===== src/rtl/tron_round_ctrl_pkg.sv =====
// Shared definitions for the light-cycle round sequencer: state and winner encodings,
// frame counter width and the default match length.
package tron_round_ctrl_pkg;

    localparam int FRAME_CNT_W       = 8;
    localparam int DEFAULT_WIN_SCORE = 5;

    // HUD and player blocks decode these values straight off the state port.
    localparam logic [2:0] ST_IDLE      = 3'd0;
    localparam logic [2:0] ST_CLEAR     = 3'd1;
    localparam logic [2:0] ST_COUNTDOWN = 3'd2;
    localparam logic [2:0] ST_PLAYING   = 3'd3;
    localparam logic [2:0] ST_ROUND_END = 3'd4;
    localparam logic [2:0] ST_GAME_OVER = 3'd5;

    typedef enum logic [1:0] {
        WIN_NONE = 2'd0,
        WIN_P1   = 2'd1,
        WIN_P2   = 2'd2,
        WIN_DRAW = 2'd3
    } winner_t;

    function automatic logic is_timed_state(input logic [2:0] s);
        return (s == ST_COUNTDOWN) || (s == ST_PLAYING) || (s == ST_ROUND_END);
    endfunction

endpackage


===== src/rtl/tron_round_ctrl_frame_timer.sv =====
// Frame-pulse counter with a reloadable terminal value; done fires combinationally with
// the terminal frame_end so the caller can act on the same clock edge.
module tron_round_ctrl_frame_timer
    import tron_round_ctrl_pkg::*;
(
    input  logic                   CLOCK_50,
    input  logic                   reset,
    input  logic                   clear,
    input  logic                   enable,
    input  logic                   frame_end,
    input  logic [FRAME_CNT_W-1:0] terminal,
    output logic                   done
);

    logic [FRAME_CNT_W-1:0] count_reg, count_next;

    assign done = enable && frame_end && (count_reg == terminal - 1'b1);

    always_comb begin
        count_next = count_reg;
        if (clear || done) begin
            count_next = '0;
        end else if (enable && frame_end) begin
            count_next = count_reg + 1'b1;
        end
    end

    always_ff @(posedge CLOCK_50) begin
        if (reset) begin
            count_reg <= '0;
        end else begin
            count_reg <= count_next;
        end
    end

endmodule


===== src/rtl/tron_round_ctrl.sv =====
// Round sequencer for the two-player light-cycle game: arena clear handshake, countdown,
// movement pacing, crash scoring and match winner. All outputs are registered.
module tron_round_ctrl
    import tron_round_ctrl_pkg::*;
#(
    parameter int STEP_FRAMES      = 4,
    parameter int COUNTDOWN_FRAMES = 180,
    parameter int ROUND_END_FRAMES = 120,
    parameter int WIN_SCORE        = DEFAULT_WIN_SCORE
) (
    input  logic       CLOCK_50,
    input  logic       reset,
    input  logic       start,
    input  logic       frame_end,
    input  logic       crash_p1,
    input  logic       crash_p2,
    input  logic       clear_done,
    output logic       clear_req,
    output logic       step_en,
    output logic       play_active,
    output logic [2:0] state,
    output logic [3:0] score_p1,
    output logic [3:0] score_p2,
    output logic [1:0] winner
);

    localparam logic [FRAME_CNT_W-1:0] STEP_TERM      = FRAME_CNT_W'(STEP_FRAMES);
    localparam logic [FRAME_CNT_W-1:0] COUNTDOWN_TERM = FRAME_CNT_W'(COUNTDOWN_FRAMES);
    localparam logic [FRAME_CNT_W-1:0] ROUND_END_TERM = FRAME_CNT_W'(ROUND_END_FRAMES);
    localparam logic [3:0]             WIN_LIM        = 4'(WIN_SCORE);

    logic [2:0]             state_reg, state_next;
    winner_t                winner_reg, winner_next;
    logic                   clear_req_reg, step_en_reg, play_active_reg;
    logic                   step_next, zero_scores;
    logic [1:0]             crash_vec;
    logic [1:0][3:0]        score_vec;
    logic                   game_won;
    logic                   timer_en, timer_clear, timer_done;
    logic [FRAME_CNT_W-1:0] timer_terminal;

    assign crash_vec   = {crash_p2, crash_p1};
    assign game_won    = (score_vec[0] == WIN_LIM) || (score_vec[1] == WIN_LIM);
    assign timer_en    = is_timed_state(state_reg);
    // Every state entry restarts the frame count from zero.
    assign timer_clear = (state_next != state_reg);

    always_comb begin
        timer_terminal = STEP_TERM;
        case (state_reg)
            ST_COUNTDOWN: timer_terminal = COUNTDOWN_TERM;
            ST_ROUND_END: timer_terminal = ROUND_END_TERM;
            default:      timer_terminal = STEP_TERM;
        endcase
    end

    tron_round_ctrl_frame_timer u_frame_timer (
        .CLOCK_50  (CLOCK_50),
        .reset     (reset),
        .clear     (timer_clear),
        .enable    (timer_en),
        .frame_end (frame_end),
        .terminal  (timer_terminal),
        .done      (timer_done)
    );

    always_comb begin
        state_next  = state_reg;
        winner_next = winner_reg;
        step_next   = 1'b0;
        zero_scores = 1'b0;
        case (state_reg)
            ST_IDLE, ST_GAME_OVER: begin
                if (start) begin
                    state_next  = ST_CLEAR;
                    zero_scores = 1'b1;
                end
            end
            ST_CLEAR: begin
                if (clear_done) begin
                    state_next = ST_COUNTDOWN;
                end
            end
            ST_COUNTDOWN: begin
                if (timer_done) begin
                    state_next = ST_PLAYING;
                end
            end
            ST_PLAYING: begin
                // A crash pre-empts a coincident step frame.
                if (|crash_vec) begin
                    state_next = ST_ROUND_END;
                    if (&crash_vec) begin
                        winner_next = WIN_DRAW;
                    end else if (crash_p1) begin
                        winner_next = WIN_P2;
                    end else begin
                        winner_next = WIN_P1;
                    end
                end else if (timer_done) begin
                    step_next = 1'b1;
                end
            end
            ST_ROUND_END: begin
                if (timer_done) begin
                    state_next = game_won ? ST_GAME_OVER : ST_CLEAR;
                end
            end
            default: state_next = ST_IDLE;
        endcase
        if (zero_scores) begin
            winner_next = WIN_NONE;
        end
    end

    always_ff @(posedge CLOCK_50) begin
        if (reset) begin
            state_reg       <= ST_IDLE;
            winner_reg      <= WIN_NONE;
            clear_req_reg   <= 1'b0;
            step_en_reg     <= 1'b0;
            play_active_reg <= 1'b0;
        end else begin
            state_reg       <= state_next;
            winner_reg      <= winner_next;
            clear_req_reg   <= (state_next == ST_CLEAR);
            step_en_reg     <= step_next;
            play_active_reg <= (state_next == ST_PLAYING);
        end
    end

    // Player gi scores when only the opponent crashed; index 0 is P1, 1 is P2.
    generate
        for (genvar gi = 0; gi < 2; gi++) begin : g_score
            logic       point_won;
            logic [3:0] score_reg, score_next;

            assign point_won = (state_reg == ST_PLAYING) && crash_vec[1-gi] && !crash_vec[gi];

            always_comb begin
                score_next = score_reg;
                if (zero_scores) begin
                    score_next = 4'd0;
                end else if (point_won && (score_reg < WIN_LIM)) begin
                    score_next = score_reg + 4'd1;
                end
            end

            always_ff @(posedge CLOCK_50) begin
                if (reset) begin
                    score_reg <= 4'd0;
                end else begin
                    score_reg <= score_next;
                end
            end

            assign score_vec[gi] = score_reg;
        end
    endgenerate

    assign state       = state_reg;
    assign winner      = winner_reg;
    assign clear_req   = clear_req_reg;
    assign step_en     = step_en_reg;
    assign play_active = play_active_reg;
    assign score_p1    = score_vec[0];
    assign score_p2    = score_vec[1];

endmodule


===== config.mk =====
export PLATFORM = sky130hd
export DESIGN_NAME = tron_round_ctrl
export DESIGN_NICKNAME = d
export VERILOG_FILES = /design/src/rtl/tron_round_ctrl_pkg.sv /design/src/rtl/tron_round_ctrl_frame_timer.sv /design/src/rtl/tron_round_ctrl.sv
export SDC_FILE = /design/constraint.sdc
export NUM_CORES = 1
export LEC_CHECK = 0
export CAP_MARGIN = 30
export CORE_MARGIN = 2
export CORE_UTILIZATION = 30
export CTS_CLUSTER_SIZE = 16
export DETAILED_ROUTE_END_ITERATION = 12
export DONT_BUFFER_PORTS = 1
export PLACE_DENSITY_LB_ADDON = 0.1
export SLEW_MARGIN = 20
export SYNTH_ARGS = -nofsm -noshare
export SYNTH_HDL_FRONTEND = slang
export SYNTH_SLANG_ARGS = --single-unit

===== constraint.sdc =====
create_clock -name CLOCK_50 -period 1.5 [get_ports CLOCK_50]
set_input_delay 0 -clock CLOCK_50 [delete_from_list [all_inputs] [get_ports CLOCK_50]]
set_output_delay 0 -clock CLOCK_50 [all_outputs]
set_load 0.03 [all_outputs]

==> results by group <==
GRT
  • Gr usage total: 13.4%
  • Vias in the first global route: 1144
  • Largest net degree at the start of global routing: 14
  • First-pass GRT wire length: 5450 um
  • Grt ovf: 0
  • Antenna violations before repair: 0

Logic synthesis
  • Sequential share of the synthesized area: 35.9%
  • Cell area after synthesis: 0.00134 sq mm
  • Synth Area per Inst: 9.17 sq um
  • Post-Synthesis Cells: 146
  • Syn_nets: 160
  • Yosys reg bits: 24
  • Cell variety after synth: 42
  • EDFF count, synth: 0
  • Main flop type after synthesis: dfxtp_1
  • Synth async-reset ratio: 0%
  • Ys Warns: 0

Placement
  • Final HPWL DP: 2310 um
  • Post-DP Area: 0.00161 sq mm
  • I/O Buffers: 0
  • Placed instance count: 224
  • Placer congestion estimate: 0.791
  • Place WS: -181 ps

Floorplan
  • # IOs: 23
  • Total core area: 0.00432 sq mm
  • Chip width: 70.8 um
  • Die ar.: 0.00501 sq mm
  • DIE HEIGHT: 70.8 um
  • Starting density of the core: 31.0%
  • Cell Rows: 24

Power and ir drop
  • PD cells: 711 mW/mm^2
  • Max VDD drop: 0.291 mV
  • P_leak: 0.663 nW
  • Total power: 0.00127 W

Setup path
  • Crit path required time: 1710 ps
  • Worst Path Arrival: 1880 ps
  • Setup CP Type: flop to flop
  • CP max FO: 8
  • CP endpoint kind: flop
  • Startpoint types: flop

Detailed routing
  • WL/cell: 13.2 um
  • Antenna Nets Post-Route: 0
  • First-pass DRT Iterations: 4
  • Via/cell ratio: 4.87
  • Residual DRC count: 0
  • Final WL: 3100 um
  • Via count: 1140
  • First-iteration detailed-routing DRC count: 50

Clocking
  • Max clock buf depth: 2
  • Number of CTS-inserted buffers: 3
  • Clk sinks: 24
  • CTS tree: yes
  • Clk pin slew, worst setup/hold paths: 90 ps
  • Root Driver: clkbuf_8
  • H-tree depth: 1
  • Skew-Pair Late Insertion Delay: 270 ps

Finish
  • Flip-flop and latch area: 494 sq um
  • Fillcell total: 464
  • Commonest non-fill, non-tap cell in the layout: buf_4
  • Layout cell share with drive strength beyond 1: 34.1%
  • Multi-input logic area: 840 sq um
  • Fin area: 0.00178 sq mm
  • Fin cells: 234
  • Most frequent cells in the layout: buf_4, nor2_1, dfxtp_1, nand2_1, inv_1
  • Antenna Diode Count: 0
  • Max FFs per register: 8
  • Layout Nets: 197
  • Area growth syn-to-layout: 33.3%

Status
  • Status: complete, but fails checks
  • Failing checks: negative setup slack

Timing
  • RSZ-0062 raised after global routing: true
  • Worst setup margin: -171 ps
  • WHS: 27.7 ps
  • Post-route minimum period: 1670 ps
  • Max Fclk: 599 MHz
  • # setup viols final: 17
  • Final hold viol count: 0
  • Slew Limit Headroom: 73.7%
  • Slew Limit Fails: 0
  • Clock skew: 4.02 ps
  • Worst Max-Slew Pin Slew: 394 ps
  • Period Utilization, post-route: 111%

Run
  • Max-Cap Viols: 0

Hold path
  • Worst Hold Class: input pin to flop
## synthesized netlist by cell type, types with 2 or more instances
cell type	n	area [sq um]
buf_6	2	22.5
inv_1	10	37.5
nand2_1	10	37.5
and3_1	2	12.5
a41oi_1	2	17.5
mux2i_1	4	40.0
o21ai_0	5	25.0
nor2_1	22	82.6
dfxtp_1	24	480
a2111oi_4	2	55.1
nand4_1	4	25.0
a21oi_1	5	25.0
xnor2_1	6	52.6
ha_1	7	87.6
nand4b_1	3	26.3
xor2_1	7	61.3
nand3_1	4	20.0
clkbuf_1	2	7.51
nor3_1	2	10.0
## layout make-up
class,count,share of cell area (%)
well taps,52,3.65
flip-flops and latches,24,27.7
clock buffers,4,3.09
inverters,10,2.10
multi-input cells,107,47.1
repair buffers,37,16.4
## critical path, cell delays in order (launching register included)
cell       delay [ps]
dfxtp_4           380
nor3b_4           160
buf_4             140
o2111ai_4         220
a31oi_1           100
buf_4             160
a211o_4           360
nor2_1             90
## power breakdown
part           internal (W)  switching (W)  leakage [nW]  total [W]
combinational     0.0000737      0.0000864         0.436   0.000160
clock              0.000235       0.000210        0.0288   0.000445
sequential         0.000645      0.0000187         0.198   0.000663
## routing by layer
layer	routed length [um]	global-route usage, %
met1	1370	16.3
met2	1560	23.4
met3	138	3.85
met4	36	3.14
met5	0	0
## cells by family (layout without fill, tap and decap cells)
| group | count (synthesis) | after routing | share of synthesized area (%) |
|---|---|---|---|
| AND/OR/NAND/NOR | 54 | 54 | 21.4 |
| AO/OA/AOI/OAI | 29 | 29 | 19.1 |
| flip-flops | 24 | 24 | 35.9 |
| buffers and inverters | 15 | 51 | 5.61 |
| XOR/XNOR | 13 | 13 | 8.50 |
| adder cells (fa/ha/maj) | 7 | 7 | 6.54 |
| multiplexers | 4 | 4 | 2.99 |
## worst paths after layout
path         slack (ps)                         end  cells past startpoint                        from
max                -170  u_frame_timer.count_reg[0]                      7                    state[2]
min                  30                 play_active                      3                  clear_done
max reg2reg        -170  u_frame_timer.count_reg[0]                      7                    state[2]
min reg2reg         600  u_frame_timer.count_reg[4]                      2  u_frame_timer.count_reg[4]
## what timing repair did
item | 4_1_cts | 5_1_grt
pin swaps | 7 | 9
buffers inserted | 0 | 4
hold endpoints to repair | 8 | 0
endpoints found under the setup margin | 20 | 21
gates resized for setup | 6 | 7
hold buffers | 3 | 0
## per-stage QoR
stage	util (%)	TNS (ps)
floorplan	-	-397
global placement	37.2	-1670
detailed placement	37.2	-2410
CTS	39.5	-1360
global route	41.3	-3780
finish	41.3	-1920
Note: power is estimated with default switching activity, not from simulation.
